File: config.mk
export PLATFORM = sky130hd
export DESIGN_NAME = uart_tx_arbiter
export DESIGN_NICKNAME = d
export VERILOG_FILES = /design/src/rtl/uart_tx_arbiter.sv
export SDC_FILE = /design/constraint.sdc
export NUM_CORES = 1
export LEC_CHECK = 0
export CAP_MARGIN = 20
export CORE_MARGIN = 4
export CORE_UTILIZATION = 30
export DETAILED_ROUTE_END_ITERATION = 16
export DONT_BUFFER_PORTS = 1
export GPL_ROUTABILITY_DRIVEN = 0
export PLACE_DENSITY = 0.47
export SETUP_SLACK_MARGIN = 0.1
export SKIP_CTS_REPAIR_TIMING = 1
export SYNTH_ARGS = -nofsm -noshare
export SYNTH_HDL_FRONTEND = slang
export SYNTH_SLANG_ARGS = --single-unit
File: constraint.sdc
create_clock -name t_clk -period 2.6 [get_ports t_clk]
set_clock_uncertainty 0.2 [all_clocks]
set_input_delay 0.13 -clock t_clk [delete_from_list [all_inputs] [get_ports t_clk]]
set_output_delay 0.13 -clock t_clk [all_outputs]
set_load 0.005 [all_outputs]
File: src/rtl/uart_tx_arbiter.sv
// Round-robin arbiter that shares one 8N1 UART transmitter among NUM_REQ requesters.
// Define UART_TX_ARB_FIXED_PRIO_EN for fixed lowest-index-wins priority.
module uart_tx_arbiter #(
  parameter int NUM_REQ    = 4,
  parameter int DATA_WIDTH = 8,
  parameter int CLOCK_FREQ = 50000000,
  parameter int BAUD_RATE  = 1156000,
  parameter int GAP_CYCLES = 4
) (
  input  logic                          t_clk,
  input  logic                          t_rst,
  input  logic [NUM_REQ-1:0]            req,
  input  logic [NUM_REQ*DATA_WIDTH-1:0] req_data,
  output logic [NUM_REQ-1:0]            gnt,
  output logic [NUM_REQ-1:0]            done,
  output logic                          tx_valid,
  output logic [DATA_WIDTH-1:0]         tx_data,
  output logic                          busy
);

  localparam int BAUD_DIV     = (CLOCK_FREQ + BAUD_RATE/2) / BAUD_RATE;
  localparam int BIT_CYCLES   = BAUD_DIV + 1;
  // start + data + stop + one guard bit
  localparam int FRAME_CYCLES = BIT_CYCLES * (DATA_WIDTH + 3);
  localparam int CNT_W        = $clog2(FRAME_CYCLES);
  localparam int IDX_W        = $clog2(NUM_REQ);

  localparam logic [CNT_W-1:0] FRAME_LAST = CNT_W'(FRAME_CYCLES - 1);
  localparam logic [CNT_W-1:0] GAP_LAST   = CNT_W'(GAP_CYCLES - 1);

  typedef enum logic [1:0] {
    IDLE = 2'd0,
    SEND = 2'd1,
    GAP  = 2'd2
  } state_t;

  state_t                  r_state;
  state_t                  w_state_nxt;
  logic [CNT_W-1:0]        r_cnt;
  logic [NUM_REQ-1:0]      r_gnt;
  logic [NUM_REQ-1:0]      r_done;
  logic                    r_tx_valid;
  logic [DATA_WIDTH-1:0]   r_tx_data;
  logic                    r_busy;

  logic                    w_any;
  logic [IDX_W-1:0]        w_win;
  logic [IDX_W-1:0]        w_k;
  logic [NUM_REQ-1:0]      w_onehot;
  logic                    w_grant;
  logic                    w_frame_end;
  logic                    w_gap_end;

`ifndef UART_TX_ARB_FIXED_PRIO_EN
  logic [IDX_W-1:0]        r_ptr;
  logic [IDX_W-1:0]        w_ptr_nxt;
`endif

  // First set request searching upward from the pointer (or from 0).
  always_comb begin
    w_any = 1'b0;
    w_win = '0;
    w_k   = '0;
    for (int i = 0; i < NUM_REQ; i++) begin
`ifdef UART_TX_ARB_FIXED_PRIO_EN
      w_k = IDX_W'(i);
`else
      w_k = IDX_W'((int'(r_ptr) + i) % NUM_REQ);
`endif
      if (!w_any && req[w_k]) begin
        w_any = 1'b1;
        w_win = w_k;
      end
    end
  end

  assign w_onehot = NUM_REQ'(1) << w_win;

`ifndef UART_TX_ARB_FIXED_PRIO_EN
  assign w_ptr_nxt = (w_win == IDX_W'(NUM_REQ - 1)) ? '0 : w_win + 1'b1;
`endif

  always_comb begin
    w_state_nxt = r_state;
    w_grant     = 1'b0;
    w_frame_end = 1'b0;
    w_gap_end   = 1'b0;
    unique case (r_state)
      IDLE: begin
        if (w_any) begin
          w_grant     = 1'b1;
          w_state_nxt = SEND;
        end
      end
      SEND: begin
        if (r_cnt == FRAME_LAST) begin
          w_frame_end = 1'b1;
          w_state_nxt = GAP;
        end
      end
      GAP: begin
        if (r_cnt == GAP_LAST) begin
          w_gap_end   = 1'b1;
          w_state_nxt = IDLE;
        end
      end
      default: w_state_nxt = IDLE;
    endcase
  end

  always_ff @(posedge t_clk or negedge t_rst) begin
    if (!t_rst) r_state <= IDLE;
    else        r_state <= w_state_nxt;
  end

  always_ff @(posedge t_clk or negedge t_rst) begin
    if (!t_rst) begin
      r_cnt      <= '0;
      r_gnt      <= '0;
      r_done     <= '0;
      r_tx_valid <= 1'b0;
      r_tx_data  <= '0;
      r_busy     <= 1'b0;
    end else begin
      r_done <= '0;
      r_busy <= (w_state_nxt != IDLE);
      if (w_grant) begin
        r_gnt      <= w_onehot;
        r_tx_data  <= req_data[w_win*DATA_WIDTH +: DATA_WIDTH];
        r_tx_valid <= 1'b1;
        r_cnt      <= '0;
      end else if (w_frame_end) begin
        r_gnt      <= '0;
        r_done     <= r_gnt;
        r_tx_valid <= 1'b0;
        r_cnt      <= '0;
      end else if (w_gap_end) begin
        r_cnt <= '0;
      end else if (r_state != IDLE) begin
        r_cnt <= r_cnt + 1'b1;
      end
    end
  end

`ifndef UART_TX_ARB_FIXED_PRIO_EN
  always_ff @(posedge t_clk or negedge t_rst) begin
    if (!t_rst)       r_ptr <= '0;
    else if (w_grant) r_ptr <= w_ptr_nxt;
  end
`endif

  assign gnt      = r_gnt;
  assign done     = r_done;
  assign tx_valid = r_tx_valid;
  assign tx_data  = r_tx_data;
  assign busy     = r_busy;

endmodule

# [After elaboration in Yosys (flattened, before gate mapping)]
# Cells that the tools add are included.
[word_totals] out_inout_bits=18 in_bits=38 register_bits=31 elab_cells=72
[classes] magnitude_cmp=4 n_addsub=5 n_mux=37 reduce_logical=11 shifts=2 eq_ne=5
[op_table] op="$mux W9" count=4
[op_table] op="$shiftx A32 B6 Y8" count=1
[op_table] op="$mux W1" count=16
[op_table] op="$mux W2" count=8
[op_table] op="$mux W4" count=4
[op_table] op="$lt A2 B3 Y1 const B" count=4
[op_table] op="$add A9 B1 Y9 const B" count=1
[op_table] op="$eq A9 B2 Y1 const B" count=1
[op_table] op="$eq A9 B9 Y1 const B" count=1
[op_table] op="$bmux W1 S2" count=4
[op_table] op="$pmux W2 S3" count=1
[op_table] op="$reduce_bool A2 Y1" count=3
[op_table] op="$add A2 B1 Y2 const B" count=2
[op_table] op="$add A2 B2 Y2 const B" count=2
[op_table] op="$eq A2 B2 Y1 const B" count=2
[op_table] op="$reduce_bool A4 Y1" count=1
[op_table] op="$shl A1 B2 Y4 const A" count=1
[op_table] op="$logic_and A1 B1 Y1" count=3
[op_table] op="$logic_not A1 Y1" count=3
[op_table] op="$eq A2 B1 Y1 const B" count=1
[op_table] op="$logic_not A2 Y1" count=1

# [Longest topological paths before layout]
[depth] depth_word=15 mapped_depth=9

# [Worst setup path after synthesis]
# No wires, ideal clock.
[synth_path] path_kind="register to register" start="register r_ptr[0]" end="register r_gnt[0] (netlist: gnt[0])" synth_period_minus_slack_ns=1.936 slack_ns=0.664 path_buffers=1 t_arrival_ns=1.608 stages_incl_launch_ff=9 cell_sequence="dfrtp_1 -> inv_1 -> or3_1 -> a31oi_1 -> clkbuf_1 -> inv_1 -> ha_1 -> nand2_1 -> o21ai_0"
[synth_between] elab_chain_len=15 elab_cells_between_ends=30 cone_classes="add/sub: 3; shift: 1; mux: 19; reduce/logical: 7"
[synth_rtl] item="start: declaration" line_no="55" source="logic [IDX_W-1:0] r_ptr;"
[synth_rtl] item="start signal: assignment" line_no="148" source="else if (w_grant) r_ptr <= w_ptr_nxt;"
[synth_rtl] item="parallel branches: the longest is 15 deep, another holds $add A2 B1 Y2"
[synth_rtl] item="end signal: assignment" line_no="128" source="r_gnt <= w_onehot;"
[synth_rtl] item="end: declaration" line_no="40" source="logic [NUM_REQ-1:0] r_gnt;"
# Parallel ways; which one is timed is not known. The select of a mux whose other input is x is not followed.
# A chain may end at the register's enable or synchronous reset.

# [Worst setup path in the final report]
[layout_path] start="register r_ptr[1]" end="register r_tx_data[6] (netlist: tx_data[6])"
[layout_between] elab_chain_len=14 elab_cells_between_ends=28 cone_classes="add/sub: 3; shift: 1; mux: 18; reduce/logical: 6"
[layout_rtl] item="parallel branches: the longest is 14 deep, another holds $add A2 B1 Y2"
[layout_rtl] item="end signal: assignment" line_no="129" source="r_tx_data <= req_data[w_win*DATA_WIDTH +: DATA_WIDTH];"
[layout_rtl] item="end: declaration" line_no="43" source="logic [DATA_WIDTH-1:0] r_tx_data;"
# Parallel ways; which one is timed is not known. The select of a mux whose other input is x is not followed.

==> impl_metrics.yaml <==
status:
  run_status: "completed"
routing:
  routed_wl_mm: 4.84
  num_vias: 1568
  drtIter0Drc: 75
  viasPerCell: 5.26
  first_pass_iters: 4
  drc: 0
  antenna_left: 0
  avgRoutedWirePerCell_um: 16.2
clocking:
  cts_buffer_depth: 2
  cts.sinks: 31
  numCtsBuffers: 5
  cts_tree: "yes"
  cts_max_level: 2
  root_buffer: "clkbuf_8"
  clock_latency_ns: 0.28
  clk_transition_reported_paths_ns: 0.07
synthesis:
  ys_warn_count: 0
  seq_area_frac_synth_pct: 44.5
  ys.flop_type: "dfrtp_1"
  synthArstFlopShare_pct: 100
  synth_edf_count: 0
  syn-cell-area_um2: 1740
  synth_cell_types: 40
  syn_area_per_cell_um2: 9.52
  synth_cells: 183
  synth_nets: 226
  ys_ff_latch: 31
global_routing:
  overflow: 0
  grt_use_total_pct: 13.0
  antenna_found_initial: 0
  grt_pass1_wl_mm: 7.38
  grt_max_degree: 32
  grt_pass1_vias: 1514
finish:
  diodes: 0
  design_area_um2: 2310
  drive_gt1_share_pct: 9.73
  area_growth_pct: 32.3
  finalNetCount: 268
setup_path:
  r2r_start: "r_ptr[1]$_DFFE_PN0P_"
  rr_worst_depth: 6
  crit_path_max_fanout: 9
  crit_slowest_cell: "nor3_4"
  crit_required_ns: 2.55
  cp_num_buf_inv: 1
  critPathLaunch: "r_ptr[1]$_DFFE_PN0P_"
  critPathKind: "reg -> reg"
  reg2reg_to: "tx_data[6]$_DFFE_PN0P_"
  slowest_delay_ns: 0.48
  cp.arrival_ns: 2.28
  critPathLaunchType: "flip-flop"
  r2r_slack_ns: 0.27
  crit_path_end_kind: "flip-flop"
  crit_chain: "nor2b_1 > o21a_1 > nor3_4 > buf_4 > mux2i_1 > o211ai_1"
  crit_family: "simple AND/OR/NAND/NOR gates"
timing:
  hold_violations: 0
  worstMarginPinSlew_ns: 0.690
  timing.final.max_slew_violations: 0
  post-route-min-period_ns: 2.33
  rsz0062_at_grt: "false"
  setup_slack_ns: 0.269
  hold_slack_ns: 0.0134
  timing.slew.headroom_pct: 53.9
  final.setup.tns_ns: 0
  finalSetupViolCount: 0
  period_share_pct: 89.6
  fmax_mhz: 429
floorplan:
  die-width_um: 84.2
  dieArea_um2: 7090
  row_count: 27
  die_y_um: 84.2
  core_area_um2: 5570
  io_pins: 56
  start_util_pct: 31.3
hold_path:
  worstHoldPathCells: 3
  hp-class: "in -> reg"
  min_to: "busy$_DFF_PN0_"
  worstHoldStart: "req[3]"
place:
  placed_area_um2: 1860
  place_ws_ns: 0.302
  port_buffers: 0
  hpwl_mm: 3.10
power_and_ir_drop:
  pwr_density_cell_nw_per_um2: 473
  vdd_ir_drop_max_v: 0.000207
  leakage_uw: 0.00103
run:
  drv_cap: 0
metal layers:
layer  part of all wire, %  global-route usage [%]  vias to the layer above
met2                    47                    19.9                       51
met1                    42                    15.4                      752
met3                   9.1                    7.36                        8
met4                   1.9                    4.09                        0
met5                     0                       0                        -
li1                      -                       -                      757
final cells by class:
| cell class | count | area [um^2] |
|---|---|---|
| Tap cell | 72 | 90.1 |
| Timing Repair Buffer | 42 | 410 |
| Clock buffer | 8 | 100 |
| Multi-Input combinational cell | 139 | 907 |
| Sequential cell | 31 | 776 |
| Fill cell | 552 | 3270 |
| Inverter | 6 | 22.5 |
worst max-delay path by stage:
stage,endpoint,slack [ns],cells past startpoint
2_1_floorplan,gnt[0]$_DFFE_PN0P_,0.66,8
3_3_place_gp,tx_data[6]$_DFFE_PN0P_,0.40,6
3_5_place_dp,tx_data[4]$_DFFE_PN0P_,0.30,6
4_1_cts,tx_data[4]$_DFFE_PN0P_,0.30,6
5_1_grt,tx_data[6]$_DFFE_PN0P_,0.09,6
6_report,tx_data[6]$_DFFE_PN0P_,0.27,6
layout by cell type, fill, tap and decap left out, types with 2 or more instances in the layout:
cell type / instances
o21ai_0: 7
xor2_1: 6
ha_1: 5
dlygate4sd3_1: 33
a211o_1: 8
a21oi_1: 2
nor4_1: 2
o31ai_1: 8
nand2_1: 29
and3_1: 7
inv_1: 6
buf_4: 8
nor3_1: 2
or3_1: 2
o21ai_1: 2
nor2_1: 12
nand2b_1: 2
nand4_1: 11
dfrtp_1: 31
clkbuf_8: 7
mux2i_1: 8
o211ai_1: 8
tightest hold or removal path: stages:
cell    delay, ns
or3_1        0.11
nor3_1       0.09
nor2_1       0.11
cell usage after synthesis (2+ instances only):
master,count,area (um^2)
clkbuf_1,3,11.3
nor2_1,12,45.0
dfrtp_1,31,776
nor4_1,2,12.5
a211o_1,8,70.1
nor3_1,2,10.0
o31ai_1,8,60.1
or3_1,2,12.5
nand4_1,11,68.8
a21oi_1,2,10.0
o21ai_1,2,10.0
buf_2,3,15.0
nand2b_1,2,12.5
mux2i_1,8,80.1
inv_1,6,22.5
o21ai_0,7,35.0
o211ai_1,8,60.1
ha_1,5,62.6
nand2_1,29,109
and3_1,7,43.8
xor2_1,6,52.6
state kept, by name (all words and copies together), names as in the netlist:
| signal | count |
|---|---|
| r_cnt | 9 |
| tx_data | 8 |
| done | 4 |
| gnt | 4 |
| r_ptr | 2 |
| r_state | 2 |
| busy | 1 |
| tx_valid | 1 |
metrics by stage:
step	cells	power, uW	utilization, %
floorplan	183	602	-
global placement	256	621	33.3
detailed placement	256	625	33.3
CTS	264	1050	35.1
global route	298	1160	41.4
finish	298	1090	41.4
kinds of logic after synthesis:
family          Yosys count  share of synthesized area (%)
flops                    31                           44.5
simple gates             75                           22.0
buf+inv                  13                           3.45
fa+ha+maj                 5                           3.59
compound gates           44                           18.4
xor+xnor                  7                           3.52
mux                       8                           4.59
where the power goes:
| part | internal (uW) | total [uW] | switching, uW |
|---|---|---|---|
| sequential | 499 | 517 | 17.4 |
| clock | 242 | 419 | 178 |
| combinational | 78.5 | 156 | 77.4 |
Note: power is estimated with default switching activity, not from simulation.
